--- src/rtl/uart_tx_cfg_if.sv ---
// UART transmitter host-side bundle.
// Write handshake plus line and status outputs.
interface uart_tx_cfg_if #(
  parameter int DATA_BITS  = 8,
  parameter int FIFO_DEPTH = 4
);
  localparam int CNTW = $clog2(FIFO_DEPTH) + 1;

  logic                 i_valid;
  logic [DATA_BITS-1:0] i_data;
  logic                 o_ready;
  logic                 o_tx;
  logic                 o_busy;
  logic                 o_tx_done;
  logic [CNTW-1:0]      o_fifo_count;

  modport master (
    output i_valid, i_data,
    input  o_ready, o_tx, o_busy,
    input  o_tx_done, o_fifo_count
  );

  modport slave (
    input  i_valid, i_data,
    output o_ready, o_tx, o_busy,
    output o_tx_done, o_fifo_count
  );
endinterface

--- src/rtl/uart_tx_cfg.sv ---
// Configurable UART transmitter.
// Small FIFO feeding a frame FSM; line is registered.
module uart_tx_cfg #(
  parameter int DATA_BITS  = 8,
  parameter int OVERSAMPLE = 16,
  parameter int PARITY     = 0,
  parameter int STOP_BITS  = 1,
  parameter int FIFO_DEPTH = 4
) (
  input logic           i_clk,
  input logic           i_reset_n,
  uart_tx_cfg_if.slave  bus
);
  localparam int AW   = $clog2(FIFO_DEPTH);
  localparam int CNTW = AW + 1;
  localparam int CW   = $clog2(OVERSAMPLE);
  localparam int BW   = $clog2(DATA_BITS);

  typedef enum logic [2:0] {
    IDLE, START, DATA, PAR, STOP
  } state_t;

  state_t state, state_n;

  logic [DATA_BITS-1:0] mem [FIFO_DEPTH];
  logic [AW-1:0]        wr_ptr, rd_ptr;
  logic [CNTW-1:0]      count;
  logic                 push, pop;
  logic [DATA_BITS-1:0] head;

  logic [DATA_BITS-1:0] shift, shift_n;
  logic                 par_q, par_n;
  logic                 tx, tx_n;
  logic                 done, done_n;
  logic [CW-1:0]        cnt;
  logic [BW-1:0]        bit_idx;
  logic                 stop_idx;

  logic bit_end, last_data, last_stop;
  logic has_word;

  assign head      = mem[rd_ptr];
  assign has_word  = (count != '0);
  assign push      = bus.i_valid && bus.o_ready;
  assign bit_end   = (cnt == CW'(OVERSAMPLE - 1));
  assign last_data = (bit_idx == BW'(DATA_BITS - 1));
  assign last_stop = (STOP_BITS == 1) || stop_idx;

  assign bus.o_ready      = (count != CNTW'(FIFO_DEPTH));
  assign bus.o_fifo_count = count;
  assign bus.o_tx         = tx;
  assign bus.o_busy       = (state != IDLE);
  assign bus.o_tx_done    = done;

  // FIFO storage; contents need no reset
  always_ff @(posedge i_clk) begin
    if (push) mem[wr_ptr] <= bus.i_data;
  end

  // FIFO pointers and occupancy
  always_ff @(posedge i_clk or negedge i_reset_n) begin
    if (!i_reset_n) begin
      wr_ptr <= '0;
      rd_ptr <= '0;
      count  <= '0;
    end else begin
      if (push) wr_ptr <= wr_ptr + 1'b1;
      if (pop)  rd_ptr <= rd_ptr + 1'b1;
      unique case ({push, pop})
        2'b10:   count <= count + 1'b1;
        2'b01:   count <= count - 1'b1;
        default: count <= count;
      endcase
    end
  end

  // Next state, pop, shifter and line value
  always_comb begin
    state_n = state;
    pop     = 1'b0;
    shift_n = shift;
    par_n   = par_q;
    done_n  = 1'b0;
    unique case (state)
      IDLE: begin
        if (has_word) begin
          pop     = 1'b1;
          state_n = START;
        end
      end
      START: begin
        if (bit_end) state_n = DATA;
      end
      DATA: begin
        if (bit_end) begin
          shift_n = shift >> 1;
          if (last_data)
            state_n = (PARITY != 0) ? PAR : STOP;
        end
      end
      PAR: begin
        if (bit_end) state_n = STOP;
      end
      STOP: begin
        if (bit_end && last_stop) begin
          done_n  = 1'b1;
          state_n = IDLE;
          if (has_word) begin
            pop     = 1'b1;
            state_n = START;
          end
        end
      end
      default: state_n = IDLE;
    endcase
    if (pop) begin
      shift_n = head;
      par_n   = (PARITY == 1) ? ~^head : ^head;
    end
    unique case (state_n)
      START:   tx_n = 1'b0;
      DATA:    tx_n = shift_n[0];
      PAR:     tx_n = par_n;
      default: tx_n = 1'b1;
    endcase
  end

  // FSM state, line register and bit timing
  always_ff @(posedge i_clk or negedge i_reset_n) begin
    if (!i_reset_n) begin
      state    <= IDLE;
      shift    <= '0;
      par_q    <= 1'b0;
      tx       <= 1'b1;
      done     <= 1'b0;
      cnt      <= '0;
      bit_idx  <= '0;
      stop_idx <= 1'b0;
    end else begin
      state <= state_n;
      shift <= shift_n;
      par_q <= par_n;
      tx    <= tx_n;
      done  <= done_n;
      if (state_n != state || bit_end)
        cnt <= '0;
      else if (state != IDLE)
        cnt <= cnt + 1'b1;
      if (state_n != state)
        bit_idx <= '0;
      else if (state == DATA && bit_end)
        bit_idx <= bit_idx + 1'b1;
      if (state_n != state)
        stop_idx <= 1'b0;
      else if (state == STOP && bit_end)
        stop_idx <= 1'b1;
    end
  end
endmodule

--- src/flat_wrapper.sv ---
// flat-port wrapper written by rule: the top's interface ports become plain ports
module uart_tx_cfg_flat 
#(
  parameter int DATA_BITS  = 8,
  parameter int OVERSAMPLE = 16,
  parameter int PARITY     = 0,
  parameter int STOP_BITS  = 1,
  parameter int FIFO_DEPTH = 4
)
  (i_clk, i_reset_n, bus_i_valid, bus_i_data, bus_o_ready, bus_o_tx, bus_o_busy, bus_o_tx_done, bus_o_fifo_count);
  uart_tx_cfg_if #(.DATA_BITS(DATA_BITS), .FIFO_DEPTH(FIFO_DEPTH)) bus_i ();
  input logic i_clk;
  input logic i_reset_n;
  input wire logic [$bits(bus_i.i_valid)-1:0] bus_i_valid;
  input wire logic [$bits(bus_i.i_data)-1:0] bus_i_data;
  output wire logic [$bits(bus_i.o_ready)-1:0] bus_o_ready;
  output wire logic [$bits(bus_i.o_tx)-1:0] bus_o_tx;
  output wire logic [$bits(bus_i.o_busy)-1:0] bus_o_busy;
  output wire logic [$bits(bus_i.o_tx_done)-1:0] bus_o_tx_done;
  output wire logic [$bits(bus_i.o_fifo_count)-1:0] bus_o_fifo_count;
  assign bus_i.i_valid = bus_i_valid;
  assign bus_i.i_data = bus_i_data;
  assign bus_o_ready = bus_i.o_ready;
  assign bus_o_tx = bus_i.o_tx;
  assign bus_o_busy = bus_i.o_busy;
  assign bus_o_tx_done = bus_i.o_tx_done;
  assign bus_o_fifo_count = bus_i.o_fifo_count;
  uart_tx_cfg #(.DATA_BITS(DATA_BITS), .OVERSAMPLE(OVERSAMPLE), .PARITY(PARITY), .STOP_BITS(STOP_BITS), .FIFO_DEPTH(FIFO_DEPTH)) u_core (.i_clk(i_clk), .i_reset_n(i_reset_n), .bus(bus_i));
endmodule
--- config.mk ---
export PLATFORM = sky130hd
export DESIGN_NAME = uart_tx_cfg_flat
export DESIGN_NICKNAME = d
export VERILOG_FILES = /design/src/rtl/uart_tx_cfg_if.sv /design/src/rtl/uart_tx_cfg.sv /design/src/flat_wrapper.sv
export SDC_FILE = /design/constraint.sdc
export NUM_CORES = 1
export LEC_CHECK = 0
export CAP_MARGIN = 20
export CORE_MARGIN = 4
export CORE_UTILIZATION = 62
export CTS_CLUSTER_SIZE = 24
export DETAILED_ROUTE_END_ITERATION = 10
export PLACE_DENSITY_LB_ADDON = 0.05
export SYNTH_ARGS = -nofsm -noshare
export SYNTH_HDL_FRONTEND = slang
export SYNTH_SLANG_ARGS = --single-unit
--- constraint.sdc ---
create_clock -name i_clk -period 6.7 [get_ports i_clk]
set_clock_uncertainty 0.1 [all_clocks]
set_input_delay 1.34 -clock i_clk [delete_from_list [all_inputs] [get_ports i_clk]]
set_output_delay 1.34 -clock i_clk [all_outputs]
set_load 0.005 [all_outputs]
==> metrics.md <==
| Metric | Value |
|---|---|
| Synthesized flop and latch total | `60` |
| Critical path class | `reg -> out` |
| Die Y | `72.95 um` |
| Critical Path End Type | `output pin` |
| Core region area | `0.004029 mm^2` |
| Worst EP arrival | `1.71 ns` |
| GR Util met2 | `0.3196` |
| Final Net Count | `229` |
| IO buf count | `17` |
| Root buffer cell | `clkbuf_8` |
| Outcome | `finished clean` |
| Layout fillers | `255` |
| Leak | `1.262 nW` |
| Hold WC Path Type | `reg -> reg` |
| Worst IR Drop VDD | `0.0002590 V` |
| Maxcap violations | `0` |
| Setup WS post-layout | `3.555 ns` |
| Setup crit start | `u_core.state[1]` |
| Worst setup SP type | `register` |
| Worst-path cell chain | `nor3_1 > inv_1 > clkdlybuf4s50_1` |
| Drt drc | `0` |
| P per Cell Area | `322.2 mW/mm^2` |
| Post-Syn Instances | `186` |
| Crit path max fanout | `9` |
| Synth Area per Inst | `14.06 um^2` |
| First-pass GRT wire length | `7.369 mm` |
| Initial antenna violation count | `0` |
| Period Utilization, post-route | `0.4694` |
| Die W | `72.95 um` |
| Number of global-route vias before repair | `1544` |
| Met1 usage | `0.2235` |
| Data required time of the worst path | `5.26 ns` |
| Yosys cell types | `33` |
| Setup_tns | `0 ns` |
| Diodes inserted | `0` |
| CP top delay family | `buffers and inverters` |
| CTS resizes | `0` |
| RSZ-0062 raised after global routing | `no` |
| Worst path buffer plus inverter count | `2` |
| Dominant synthesized flop cell | `edfxtp_1` |
| GP Congestion | `0.6947` |
| Syn Nets | `206` |
| Fin. Hold Viols | `0` |
| Reg-to-reg startpoint | `u_core.cnt[0]` |
| Max-slew headroom | `0.6156` |
| Clock insertion delay at the later pin of the skew report | `0.33 ns` |
| DR vias/cell | `5.678` |
| Most used routing layer | `met2` |
| Met3 GRT Util | `0.08127` |
| Minimum clock period | `3.145 ns` |
| I/O Pins | `18` |
| Die area | `0.005321 mm^2` |
| Hold_buf cts | `0` |
| Initial Util | `0.6491` |
| Slowest cell on the critical path | `dfrtp_1` |
| Final Max Slew Viols | `0` |
| Core Rows | `23` |
| Mapped Area | `0.002615 mm^2` |
| Asr flop ratio synth | `0.4667` |
| Routed len/inst | `16.44 um` |
| Pwr Total | `0.9767 mW` |
| Largest net degree at the start of global routing | `29` |
| Via count | `1499` |
| DP HPWL | `3.047 mm` |
| Biggest cell delay along the critical path | `0.47 ns` |
| Commonest non-fill, non-tap cell in the layout | `edfxtp_1` |
| Antenna Nets Post-Route | `0` |
| Syn-to-layout area delta | `15.93%` |
| Clk slew on worst S/H paths | `0.06 ns` |
| H-tree Lvls | `3` |
| Share of cells above drive strength 1 | `0.1168` |
| Setup WS pre-CTS | `3.358 ns` |
| EDFF count, synth | `32` |
| Final setup viols | `0` |
| Post-Route WL | `4.340 mm` |
| Highest Clock Rate | `0.3179 GHz` |
| Hold path startpoint | `u_core.shift[7]` |
| DRT iter0 DRCs | `88` |
| Number of CTS-inserted buffers | `9` |
| Clock Tree Buf Depth | `2` |
| Slew of the pin with the lowest slew margin | `0.5765 ns` |
| GRT overflow | `0` |
| Commonest cells after routing, fill and taps aside | `edfxtp_1, dfrtp_1, clkdlybuf4s50_1, nand2_1, o21ai_0` |
| 1st-pass router iterations | `4` |
| Sequential share of the synthesized area | `0.6359` |
| Warnings from Yosys | `0` |
| CTS sink cnt | `60` |
| Setup bufs post-CTS | `0` |
| CTS tree | `yes` |
| Global-route usage over all layers | `0.1915` |
[cell families (layout without fill, tap and decap cells)]
kind of cell,after synthesis,in the layout,share of synthesized area
AO/OA/AOI/OAI,25,25,0.05359
XOR/XNOR,16,16,0.05359
adder cells (fa/ha/maj),9,9,0.04593
buffers and inverters,15,43,0.02584
flip-flops,60,60,0.6359
multiplexers,18,18,0.1072
AND/OR/NAND/NOR,43,43,0.07800
[synthesized netlist by cell type, types with 2 or more instances]
library cell  number  area share
mux4_2             8       0.069
buf_2              2      0.0038
a21oi_1            7       0.013
nand2b_1           2      0.0048
dfrtp_1           27        0.26
mux2i_1           10       0.038
o21ai_0           13       0.025
ha_1               8       0.038
nand3_1            3      0.0057
xor2_1             5       0.017
nor2_1            11       0.016
clkbuf_1           3      0.0043
xnor2_1           11       0.037
inv_1              8       0.011
nand2_1           14       0.020
and3_1             6       0.014
edfxtp_1          32        0.37
[final timing paths]
check / slack, ns / to / cells after the start
min in group asynchronous: 1.30 / u_core.cnt[3] / 2
setup / recovery: 3.55 / bus_o_busy / 3
hold / removal: 0.43 / u_core.shift[7] / 2
hold reg to reg: 0.43 / u_core.shift[7] / 2
setup reg to reg: 4.28 / u_core.bus.o_fifo_count[2] / 9
max in group asynchronous: 4.88 / u_core.bus.o_tx / 2
[layer usage]
metal | routed length, um | part of all wire | vias up
li1 | - | - | 715
met1 | 1817 | 0.42 | 744
met2 | 2298 | 0.53 | 34
met3 | 178 | 0.041 | 6
met4 | 45 | 0.010 | 0
met5 | 0 | 0 | -
[power by group]
group          switching [mW]  internal [mW]
clock network           0.132          0.206
logic                  0.0859         0.0789
registers              0.0257          0.448
total                   0.243          0.734
[area by class of cell]
type / count / area, um^2 / area share
clock buffer: 10 / 127.6 / 0.04210
clock inverter: 6 / 78.83 / 0.02600
inverter: 8 / 30.03 / 0.009905
multi-input combinational: 111 / 884.6 / 0.2918
sequential: 60 / 1663 / 0.5485
tap: 50 / 62.56 / 0.02064
timing repair buffer: 19 / 185.2 / 0.06108
[per-stage QoR]
step / cell area (um^2) / hold slack [ns] / std cells / utilization
2_1_floorplan: 2615 / 0.3934 / 186 / -
3_3_place_gp: 2825 / 0.4111 / 248 / 0.7012
6_report: 3032 / 0.4338 / 264 / 0.7525
4_1_cts: 3032 / 0.4410 / 264 / 0.7525
3_5_place_dp: 2825 / 0.4304 / 248 / 0.7012
5_1_grt: 3032 / 0.4674 / 264 / 0.7525
[registers in the layout (all words and copies together) (netlist names)]
signal / count
u_core.bit_idx: 3
u_core.bus.o_fifo_count: 3
u_core.bus.o_tx: 1
u_core.bus.o_tx_done: 1
u_core.cnt: 4
u_core.mem: 32
u_core.par_q: 1
u_core.rd_ptr: 2
u_core.shift: 8
u_core.state: 3
u_core.wr_ptr: 2
[worst min-delay path: stages (launching register included)]
cell	delay, ns
dfrtp_1	0.38
nand2_1	0.06
o21ai_0	0.06
Note: power is estimated with default switching activity, not from simulation.
